--- src/rtl/multicycle_control_if.sv ---
// rtl/multicycle_control_if.sv - control/datapath bundle for the multicycle controller
//
// Purpose: groups the instruction fields, datapath status and every control
// output of multicycle_control into one bundle.
//   master : the controller (drives strobes, selects, state, fault)
//   slave  : the datapath/memory side (drives opcode, funct3, alu_zero, mem_ready)
// Signals:
//   opcode[6:0], funct3[2:0]  instruction register fields
//   alu_zero, mem_ready       datapath / memory status
//   mem_read, mem_write       memory requests
//   ir_write, pc_write, reg_write  write strobes
//   pc_src, alu_src_a[1:0], alu_src_b[1:0], ALUop[1:0], mem_to_reg  selects
//   state[2:0], fault         current state and sticky error
interface multicycle_control_if;
  logic [6:0] opcode;
  logic [2:0] funct3;
  logic       alu_zero;
  logic       mem_ready;

  logic       mem_read;
  logic       mem_write;
  logic       ir_write;
  logic       pc_write;
  logic       reg_write;
  logic       pc_src;
  logic [1:0] alu_src_a;
  logic [1:0] alu_src_b;
  logic [1:0] ALUop;
  logic       mem_to_reg;
  logic [2:0] state;
  logic       fault;

  modport master (
    input  opcode, funct3, alu_zero, mem_ready,
    output mem_read, mem_write, ir_write, pc_write, reg_write, pc_src,
           alu_src_a, alu_src_b, ALUop, mem_to_reg, state, fault
  );

  modport slave (
    output opcode, funct3, alu_zero, mem_ready,
    input  mem_read, mem_write, ir_write, pc_write, reg_write, pc_src,
           alu_src_a, alu_src_b, ALUop, mem_to_reg, state, fault
  );
endinterface

--- src/rtl/multicycle_control.sv ---
// rtl/multicycle_control.sv - multicycle RISC-V style control FSM with memory wait timeout
//
// Purpose: sequences FETCH -> DECODE -> EXEC -> (MEM) -> (WB) for R-type,
// I-ALU, load, store and branch instructions. Illegal opcodes and memory
// waits longer than WAIT_LIMIT cycles land in a sticky FAULT state that only
// reset leaves.
// Ports:
//   clk    rising-edge clock
//   rst_n  asynchronous active-low reset; all outputs are 0 while low
//   bus    multicycle_control_if.master (instruction fields and status in,
//          control strobes, selects, state and fault out)
module multicycle_control #(
  parameter int unsigned WAIT_LIMIT = 15
) (
  input logic                   clk,
  input logic                   rst_n,
  multicycle_control_if.master  bus
);

  typedef enum logic [2:0] {
    S_FETCH  = 3'd0,
    S_DECODE = 3'd1,
    S_EXEC   = 3'd2,
    S_MEM    = 3'd3,
    S_WB     = 3'd4,
    S_FAULT  = 3'd5
  } state_t;

  typedef enum logic [2:0] {
    C_NONE   = 3'd0,
    C_RTYPE  = 3'd1,
    C_IALU   = 3'd2,
    C_LOAD   = 3'd3,
    C_STORE  = 3'd4,
    C_BRANCH = 3'd5
  } class_t;

  localparam logic [6:0] OP_RTYPE  = 7'b0110011;
  localparam logic [6:0] OP_IALU   = 7'b0010011;
  localparam logic [6:0] OP_LOAD   = 7'b0000011;
  localparam logic [6:0] OP_STORE  = 7'b0100011;
  localparam logic [6:0] OP_BRANCH = 7'b1100011;

  // The count value seen during the last allowed waiting cycle.
  localparam logic [7:0] LIMIT_M1 = 8'(WAIT_LIMIT - 1);

  state_t     r_state;
  class_t     r_cls;
  logic [7:0] r_wait_cnt;

  state_t     w_next;
  class_t     w_dec_cls;
  logic       w_timeout;
  logic       w_taken;
  logic       w_waiting;

  // Instruction class decode; branch funct3 010/011 have no meaning.
  always_comb begin
    w_dec_cls = C_NONE;
    case (bus.opcode)
      OP_RTYPE:  w_dec_cls = C_RTYPE;
      OP_IALU:   w_dec_cls = C_IALU;
      OP_LOAD:   w_dec_cls = C_LOAD;
      OP_STORE:  w_dec_cls = C_STORE;
      OP_BRANCH: if (bus.funct3[2:1] != 2'b01) w_dec_cls = C_BRANCH;
      default:   w_dec_cls = C_NONE;
    endcase
  end

  // funct3[2] selects the lt/ge family and funct3[0] inverts the sense, so
  // one XOR chain covers beq/bne/blt/bge/bltu/bgeu given the ALU zero flag.
  assign w_taken   = bus.alu_zero ^ bus.funct3[0] ^ bus.funct3[2];
  assign w_waiting = (r_state == S_FETCH) || (r_state == S_MEM);
  // A ready in the same cycle always beats the timeout.
  assign w_timeout = !bus.mem_ready && (r_wait_cnt == LIMIT_M1);

  always_comb begin
    w_next = S_FAULT;
    case (r_state)
      S_FETCH: begin
        if (bus.mem_ready)   w_next = S_DECODE;
        else if (w_timeout)  w_next = S_FAULT;
        else                 w_next = S_FETCH;
      end
      S_DECODE: begin
        w_next = (w_dec_cls == C_NONE) ? S_FAULT : S_EXEC;
      end
      S_EXEC: begin
        case (r_cls)
          C_RTYPE, C_IALU:  w_next = S_WB;
          C_LOAD, C_STORE:  w_next = S_MEM;
          C_BRANCH:         w_next = S_FETCH;
          default:          w_next = S_FAULT;
        endcase
      end
      S_MEM: begin
        if (bus.mem_ready)   w_next = (r_cls == C_LOAD) ? S_WB : S_FETCH;
        else if (w_timeout)  w_next = S_FAULT;
        else                 w_next = S_MEM;
      end
      S_WB:    w_next = S_FETCH;
      default: w_next = S_FAULT;
    endcase
  end

  always_ff @(posedge clk or negedge rst_n) begin
    if (!rst_n) begin
      r_state    <= S_FETCH;
      r_cls      <= C_NONE;
      r_wait_cnt <= '0;
    end else begin
      r_state <= w_next;
      // Class is captured once so EXEC/MEM/WB do not depend on opcode
      // staying put after the IR has been written.
      if (r_state == S_DECODE) r_cls <= w_dec_cls;
      if ((w_next == S_FETCH || w_next == S_MEM) && (w_next != r_state))
        r_wait_cnt <= '0;
      else if (w_waiting && !bus.mem_ready)
        r_wait_cnt <= r_wait_cnt + 8'd1;
    end
  end

  // Outputs decode straight from the state so same-cycle handshakes
  // (IR/PC write on mem_ready) work; everything is held at 0 during reset.
  always_comb begin
    bus.mem_read   = 1'b0;
    bus.mem_write  = 1'b0;
    bus.ir_write   = 1'b0;
    bus.pc_write   = 1'b0;
    bus.reg_write  = 1'b0;
    bus.pc_src     = 1'b0;
    bus.alu_src_a  = 2'b00;
    bus.alu_src_b  = 2'b00;
    bus.ALUop      = 2'b00;
    bus.mem_to_reg = 1'b0;
    bus.fault      = 1'b0;
    if (rst_n) begin
      case (r_state)
        S_FETCH: begin
          bus.mem_read  = 1'b1;
          bus.alu_src_b = 2'b01;
          bus.ir_write  = bus.mem_ready;
          bus.pc_write  = bus.mem_ready;
        end
        S_DECODE: begin
          bus.alu_src_a = 2'b10;
          bus.alu_src_b = 2'b10;
        end
        S_EXEC: begin
          bus.alu_src_a = 2'b01;
          case (r_cls)
            C_RTYPE: begin
              bus.alu_src_b = 2'b00;
              bus.ALUop     = 2'b10;
            end
            C_IALU: begin
              bus.alu_src_b = 2'b10;
              bus.ALUop     = 2'b11;
            end
            C_LOAD, C_STORE: begin
              bus.alu_src_b = 2'b10;
              bus.ALUop     = 2'b00;
            end
            C_BRANCH: begin
              bus.alu_src_b = 2'b00;
              bus.ALUop     = 2'b01;
              bus.pc_write  = w_taken;
              bus.pc_src    = w_taken;
            end
            default: bus.alu_src_a = 2'b00;
          endcase
        end
        S_MEM: begin
          bus.mem_read  = (r_cls == C_LOAD);
          bus.mem_write = (r_cls == C_STORE);
        end
        S_WB: begin
          bus.reg_write  = 1'b1;
          bus.mem_to_reg = (r_cls == C_LOAD);
        end
        default: bus.fault = 1'b1;
      endcase
    end
  end

  assign bus.state = r_state;

endmodule

--- src/flat_wrapper.sv ---
// flat-port wrapper written by rule: the top's interface ports become plain ports
module multicycle_control_flat 
#(
  parameter int unsigned WAIT_LIMIT = 15
)
  (clk, rst_n, bus_opcode, bus_funct3, bus_alu_zero, bus_mem_ready, bus_mem_read, bus_mem_write, bus_ir_write, bus_pc_write, bus_reg_write, bus_pc_src, bus_alu_src_a, bus_alu_src_b, bus_ALUop, bus_mem_to_reg, bus_state, bus_fault);
  multicycle_control_if bus_i ();
  input logic clk;
  input logic rst_n;
  input wire logic [$bits(bus_i.opcode)-1:0] bus_opcode;
  input wire logic [$bits(bus_i.funct3)-1:0] bus_funct3;
  input wire logic [$bits(bus_i.alu_zero)-1:0] bus_alu_zero;
  input wire logic [$bits(bus_i.mem_ready)-1:0] bus_mem_ready;
  output wire logic [$bits(bus_i.mem_read)-1:0] bus_mem_read;
  output wire logic [$bits(bus_i.mem_write)-1:0] bus_mem_write;
  output wire logic [$bits(bus_i.ir_write)-1:0] bus_ir_write;
  output wire logic [$bits(bus_i.pc_write)-1:0] bus_pc_write;
  output wire logic [$bits(bus_i.reg_write)-1:0] bus_reg_write;
  output wire logic [$bits(bus_i.pc_src)-1:0] bus_pc_src;
  output wire logic [$bits(bus_i.alu_src_a)-1:0] bus_alu_src_a;
  output wire logic [$bits(bus_i.alu_src_b)-1:0] bus_alu_src_b;
  output wire logic [$bits(bus_i.ALUop)-1:0] bus_ALUop;
  output wire logic [$bits(bus_i.mem_to_reg)-1:0] bus_mem_to_reg;
  output wire logic [$bits(bus_i.state)-1:0] bus_state;
  output wire logic [$bits(bus_i.fault)-1:0] bus_fault;
  assign bus_i.opcode = bus_opcode;
  assign bus_i.funct3 = bus_funct3;
  assign bus_i.alu_zero = bus_alu_zero;
  assign bus_i.mem_ready = bus_mem_ready;
  assign bus_mem_read = bus_i.mem_read;
  assign bus_mem_write = bus_i.mem_write;
  assign bus_ir_write = bus_i.ir_write;
  assign bus_pc_write = bus_i.pc_write;
  assign bus_reg_write = bus_i.reg_write;
  assign bus_pc_src = bus_i.pc_src;
  assign bus_alu_src_a = bus_i.alu_src_a;
  assign bus_alu_src_b = bus_i.alu_src_b;
  assign bus_ALUop = bus_i.ALUop;
  assign bus_mem_to_reg = bus_i.mem_to_reg;
  assign bus_state = bus_i.state;
  assign bus_fault = bus_i.fault;
  multicycle_control #(.WAIT_LIMIT(WAIT_LIMIT)) u_core (.clk(clk), .rst_n(rst_n), .bus(bus_i));
endmodule
--- config.mk ---
export PLATFORM = sky130hd
export DESIGN_NAME = multicycle_control_flat
export DESIGN_NICKNAME = d
export VERILOG_FILES = /design/src/rtl/multicycle_control_if.sv /design/src/rtl/multicycle_control.sv /design/src/flat_wrapper.sv
export SDC_FILE = /design/constraint.sdc
export NUM_CORES = 1
export LEC_CHECK = 0
export BUFFER_PORTS_ARGS = -buffer_cell sky130_fd_sc_hd__buf_4
export CAP_MARGIN = 0
export CORE_UTILIZATION = 50
export DETAILED_ROUTE_END_ITERATION = 10
export GPL_ROUTABILITY_DRIVEN = 0
export PLACE_DENSITY_LB_ADDON = 0.12
export SLEW_MARGIN = 20
export SYNTH_ARGS = -nofsm -noshare
export SYNTH_HDL_FRONTEND = slang
export SYNTH_SLANG_ARGS = --single-unit
--- constraint.sdc ---
create_clock -name clk -period 2.2 [get_ports clk]
set_clock_uncertainty 0.2 [all_clocks]
set_input_delay 0.22 -clock clk [delete_from_list [all_inputs] [get_ports clk]]
set_output_delay 0.22 -clock clk [all_outputs]
set_load 0.02 [all_outputs]
==> key figures, run 1 <==
CTS
  • CTS tree: yes
  • Skew-Pair Late Insertion Delay: 0.30 ns
  • Num CTS Buffers: 3
  • CTS Buffer Depth: 2
  • H-tree depth: 1
  • Reg clk slew, reported paths: 0.09 ns
  • CTS root buffer: clkbuf_4
  • Clock sink count: 14

Power and ir drop
  • Switch Pwr: 0.3002 mW
  • Clock group share of total power: 24.1%
  • Internal power: 0.5251 mW
  • Comb pwr share: 35.6%
  • Leakage: 0.7200 nW
  • Switching Share: 36.37%
  • Reg power frac: 40.3%
  • Peak VDD IR: 459.9 uV
  • Power per cell area: 544.7 mW/mm^2

Floorplanning
  • Die X: 47.74 um
  • I/O Pins: 31
  • Total core area: 0.001962 mm^2
  • Die area: 0.002279 mm^2
  • Initial Util: 53.32%
  • Die extent in y: 47.74 um
  • # rows: 16

Timing
  • Rel. slew slack: 76.26%
  • F_max: 471.1 MHz
  • Fin crit period: 2.123 ns
  • Hold slack final: 0.06160 ns
  • Hold Fails Final Rpt: 0
  • Pins Over Slew Limit: 0
  • Final setup viols: 0
  • Setup slack after layout: 0.07745 ns
  • Final period utilization: 96.48%
  • Unrepaired setup endpoints after global routing: no
  • Worst slew pin tran: 0.3524 ns

Drt
  • Pre-Repair DR Iteration Count: 4
  • Final wirelength: 2.906 mm
  • DRC viols: 0
  • Antenna-violating nets left: 0
  • Routed WL per cell: 15.14 um
  • Vias/cell: 5.693
  • Via count: 1093
  • DR iter-0 viols: 25

Synth
  • Avg Cell Area, Syn: 8.645 um^2
  • Yosys cell types: 44
  • Synth area leader: dfrtp_1
  • Top cell type's share of synthesized area: 33.49%
  • Syn Nets: 137
  • Register area share after synthesis: 33.49%
  • Yosys reg bits: 14
  • Syn. warnings: 0
  • Area contributors post-synth: dfrtp_1, a21oi_1, xor2_1
  • Top cells by count, synth: a21oi_1, dfrtp_1, nor2_1
  • Ys flop type: dfrtp_1
  • Synth Cell Area: 0.001046 mm^2
  • Number of synthesized flops with an enable pin: 0
  • Post-Synthesis Cells: 121
  • Ys async rst share: 100.0%

Finish
  • # diodes: 0
  • Fin util: 77.23%
  • Number of fill cells in the layout: 151
  • # nets final: 182
  • Share of cells above drive strength 1: 38.18%
  • P&R area growth vs syn: 44.86%

Setup path
  • Crit end category: output pin
  • WP data arrival: 1.70 ns
  • Worst path max stage delay: 0.48 ns
  • CP startpoint kind: flop
  • CP delay by family, top: simple AND/OR/NAND/NOR gates
  • Crit-path max FO: 7
  • Critical path buffers and inverters: 2
  • Crit Path Class: flop to output pin
  • Slowest CP cell: dfrtp_2
  • Req. time, crit path: 1.78 ns
  • Crit-path cells: buf_6 > nor2_2 > and3_1 > and2_1 > or2_2 > buf_4

Global routing
  • Global route overflow: 0
  • Global-route wire length before repair: 3.905 mm
  • Initial antenna violation count: 0
  • Largest net degree at the start of global routing: 22
  • GRT Util Overall: 25.02%
  • Vias in the first global route: 903

Place
  • Post-DP HPWL: 1.969 mm
  • Dpl ws: 0.1850 ns
  • Port bufs: 30

Status
  • Status: finished clean

Min path
  • HP Class: input port to flop

Run
  • Max Cap Viol: 0
## state kept, by name (all words and copies together) (netlist names)
register           count
u_core.r_cls           3
u_core.r_wait_cnt      8
u_core.bus.state       3
## cells by family (layout without fill, tap and decap cells)
kind of cell    count (synthesis)  in the layout  share of synthesized area, %
fa+ha+maj                       2              2                         2.392
simple gates                   55             55                         30.74
buf+inv                         9             53                         4.066
flops                          14             14                         33.49
compound gates                 32             32                         21.77
xor+xnor                        9              9                         7.536
## layout make-up
class	instances	area, um^2	area share (%)
multi-input combinational	98	699.4	46.16
sequential	14	356.6	23.53
timing repair buffer	43	366.6	24.19
inverter	6	22.52	1.486
clock buffer	4	36.28	2.395
tap	27	33.78	2.230
## power groups by stage
stage	Combinational, mW	Clock, mW	Sequential [mW]
detailed placement	0.252	0	0.327
global placement	0.244	0	0.325
global route	0.322	0.206	0.340
finish	0.294	0.199	0.332
CTS	0.257	0.198	0.325
floorplan	0.141	0	0.332
## per-layer routing
layer / share of wire (%) / GRT usage (%)
met1: 45 / 33.49
met2: 48 / 41.62
met3: 4.7 / 3.396
met4: 1.9 / 8.333
met5: 0 / 0
## worst reg2reg max path, cell delays in order (launching register included)
cell,delay (ns)
dfrtp_2,0.48
or2_1,0.34
a211oi_4,0.32
buf_4,0.16
nand3_2,0.07
or3_1,0.32
a22oi_2,0.14
## repair_timing
item | in CTS | in global routing
resized for setup | 4 | 14
setup endpoints to repair | 5 | 4
hold endpoints to repair | 14 | 14
hold buffers | 1 | 2
pin swaps | 0 | 2
buffers inserted | 0 | 3
gates cloned | 0 | 1
## final timing paths
path / from / endpoint / slack, ns / cells past startpoint
worst max-delay path: u_core.bus.state[2] / bus_pc_write / 0.08 / 6
worst min-delay path: bus_opcode[5] / u_core.r_cls[1] / 0.06 / 3
max in group asynchronous: rst_n / u_core.r_wait_cnt[5] / 1.24 / 3
worst max register to register: u_core.bus.state[0] / u_core.r_wait_cnt[5] / 0.11 / 6
min in group asynchronous: rst_n / u_core.r_wait_cnt[6] / 0.38 / 3
worst min register to register: u_core.r_wait_cnt[1] / u_core.r_wait_cnt[1] / 0.39 / 2
## per-stage QoR
stage	total power, mW	area [um^2]	TNS [ns]	instances
2_1_floorplan	0.4730	1057	-0.006203	121
3_3_place_gp	0.5695	1341	0	181
3_5_place_dp	0.5793	1341	0	181
4_1_cts	0.7800	1400	0	186
5_1_grt	0.8676	1515	0	192
6_report	0.8253	1515	0	192
## layout by cell type (no fill, tap or decap), types with 5 or more instances in the layout
cell type	instances
a21oi_1	14
nand2_1	7
xor2_1	6
nor2_1	7
inv_1	6
buf_4	37
dfrtp_2	5
dfrtp_1	9
Note: power is estimated with default switching activity, not from simulation.
==> run 2, diff against run 1 <==
==> constraint.sdc (replaced) <==
create_clock -name clk -period 2.2 [get_ports clk]
set_clock_uncertainty 0.2 [all_clocks]
set_input_delay 0.55 -clock clk [delete_from_list [all_inputs] [get_ports clk]]
set_output_delay 0.55 -clock clk [all_outputs]
set_load 0.02 [all_outputs]
==> key figures, run 2 (same netlist as run 1, synthesis figures left out) <==
Finish
  • Most frequent cells in the layout: buf_4, a21oi_1, dfrtp_1 (unchanged)
  • Post-Layout Cell Count: 200 (was 192)
  • Fin util: 82.02% (was 77.23%)
  • P&R area growth vs syn: 53.83% (was 44.86%)
  • # nets final: 190 (was 182)
  • Most common cell after layout, fill and taps aside: buf_4 (unchanged)
  • # diodes: 0 (unchanged)
  • Share of cells above drive strength 1: 49.71% (was 38.18%)
  • Max FFs per register: 8 (unchanged)
  • Top reg by flops: u_core.r_wait_cnt (unchanged)

Setup path
  • R2r startpoint: u_core.r_wait_cnt[0] (was u_core.bus.state[0])
  • WP data arrival: 1.54 ns (was 1.70 ns)
  • Crit end category: output pin (unchanged)
  • Critical path buffers and inverters: 1 (was 2)
  • CP delay by family, top: simple AND/OR/NAND/NOR gates (unchanged)
  • Reg-to-reg slack, setup: 0.09 ns (was 0.11 ns)
  • Worst path max stage delay: 0.40 ns (was 0.48 ns)
  • Crit-path max FO: 3 (was 7)
  • Crit Path Class: flop to output pin (unchanged)
  • Slowest CP cell: dfrtp_1 (was dfrtp_2)
  • CP startpoint kind: flop (unchanged)
  • Crit-path cells: nor2b_2 > nor2b_4 > o211a_1 > a21oi_2 > nor3b_2 > buf_4 (was buf_6 > nor2_2 > and3_1 > and2_1 > or2_2 > buf_4)
  • Req. time, crit path: 1.45 ns (was 1.78 ns)
  • R2r endpoint: u_core.r_wait_cnt[1] (was u_core.r_wait_cnt[5])
  • Worst Reg-to-Reg Cells: 8 (was 6)

Timing
  • Pins Over Slew Limit: 0 (unchanged)
  • Worst slew pin tran: 0.3679 ns (was 0.3524 ns)
  • Setup slack after layout: -0.09368 ns (was 0.07745 ns)
  • Hold slack final: 0.4187 ns (was 0.06160 ns)
  • Fin crit period: 2.294 ns (was 2.123 ns)
  • Final setup viols: 5 (was 0)
  • Final period utilization: 104.3% (was 96.48%)
  • Unrepaired setup endpoints after global routing: yes (was no)
  • Hold Fails Final Rpt: 0 (unchanged)
  • Rel. slew slack: 75.39% (was 76.26%)
  • F_max: 436.0 MHz (was 471.1 MHz)

Drt
  • DR iter-0 viols: 20 (was 25)
  • Via count: 1137 (was 1093)
  • Vias/cell: 5.685 (was 5.693)
  • DRC viols: 0 (unchanged)
  • Final wirelength: 2.969 mm (was 2.906 mm)
  • Routed WL per cell: 14.85 um (was 15.14 um)
  • Pre-Repair DR Iteration Count: 4 (unchanged)
  • Antenna-violating nets left: 0 (unchanged)

Min path
  • Hold Crit Depth: 3 (unchanged)
  • Hold path endpoint: u_core.r_cls[1] (unchanged)
  • Hold_sp: bus_opcode[5] (unchanged)
  • HP Class: input port to flop (unchanged)

Global routing
  • Initial antenna violation count: 0 (unchanged)
  • Global-route wire length before repair: 3.995 mm (was 3.905 mm)
  • GRT Util Overall: 25.86% (was 25.02%)
  • Vias in the first global route: 898 (was 903)
  • Largest net degree at the start of global routing: 19 (was 22)
  • Global route overflow: 0 (unchanged)

CTS
  • Clock sink count: 14 (unchanged)
  • Num CTS Buffers: 3 (unchanged)
  • Skew-Pair Late Insertion Delay: 0.29 ns (was 0.30 ns)
  • Reg clk slew, reported paths: 0.07 ns (was 0.09 ns)
  • CTS root buffer: clkbuf_4 (unchanged)
  • H-tree depth: 1 (unchanged)
  • CTS tree: yes (unchanged)
  • CTS Buffer Depth: 2 (unchanged)

Status
  • Status: finished, violations left (was finished clean)
  • Failing checks: negative setup slack

Floorplanning
  • # rows: 16 (unchanged)
  • Die X: 47.74 um (unchanged)
  • Initial Util: 53.32% (unchanged)
  • Die extent in y: 47.74 um (unchanged)
  • Total core area: 0.001962 mm^2 (unchanged)
  • I/O Pins: 31 (unchanged)
  • Die area: 0.002279 mm^2 (unchanged)

Place
  • Post-DP HPWL: 1.979 mm (was 1.969 mm)
  • DP Cell Count: 186 (was 181)
  • Port bufs: 30 (unchanged)

Run
  • Max Cap Viol: 0 (unchanged)

Power and ir drop
  • Leakage: 0.7286 nW (was 0.7200 nW)
  • Peak VDD IR: 548.9 uV (was 459.9 uV)
  • Power per cell area: 496.3 mW/mm^2 (was 544.7 mW/mm^2)
  • Total power: 0.7986 mW (was 0.8253 mW)
[run 2: final cells by class]
class / instances / area (um^2)
Tap cell: 27 / 33.78
Fill cell: 127 / 352.8
Clock buffer: 4 / 26.28
Timing Repair Buffer: 51 / 410.4
Multi-Input combinational cell: 98 / 760.7
Inverter: 6 / 22.52
Sequential cell: 14 / 355.3
[run 2: how the worst max path moves through the flow]
stage / startpoint / endpoint / depth (start not counted)
final: u_core.r_cls[1] / bus_alu_src_b[1] / 6
after global routing: u_core.bus.state[0] / bus_pc_write / 5
after CTS: u_core.r_cls[1] / bus_alu_src_b[1] / 6
after detailed placement: bus_funct3[0] / bus_pc_write / 6
after global placement: bus_funct3[0] / bus_pc_write / 6
after floorplan: u_core.bus.state[2] / bus_ALUop[1] / 4
[run 2: routing by layer]
metal | wire length [um] | up-vias | track usage, %
met3 | 153 | 8 | 7.170
met5 | 0 | - | 0
met1 | 1237 | 540 | 33.80
met4 | 61 | 0 | 6.667
met2 | 1517 | 44 | 42.16
li1 | - | 545 | -
[run 2: per-stage QoR]
| step | setup TNS [ns] | instance area (um^2) | worst slack (ns) |
|---|---|---|---|
| global placement | -0.1076 | 1400 | -0.1076 |
| detailed placement | -0.1265 | 1400 | -0.1265 |
| floorplan | -0.1979 | 1089 | -0.1007 |
| finish | -0.1725 | 1609 | -0.09368 |
| global route | -0.8851 | 1609 | -0.1884 |
| CTS | -0.3027 | 1535 | -0.08336 |
[run 2: repair_timing]
action / 4_1_cts / 5_1_grt
setup buffers: 7 / 1
endpoints found under the setup margin: 9 / 9
pin swaps: 6 / 3
gates resized for setup: 20 / 12
hold endpoints to repair: 0 / 7
hold buffers: 0 / 2
[run 2: worst register-to-register path: stages (launching register included)]
cell,delay [ns]
dfrtp_1,0.45
inv_1,0.09
ha_1,0.15
nand4b_1,0.18
o41a_1,0.36
inv_1,0.09
a211oi_2,0.07
buf_4,0.18
a221oi_1,0.24
[run 2: report_power, final]
part | leakage [nW] | switching, mW | internal, mW
logic | 0.533 | 0.165 | 0.147
clock network | 0.0150 | 0.0829 | 0.0706
registers | 0.181 | 0.0473 | 0.286
total | 0.729 | 0.295 | 0.503
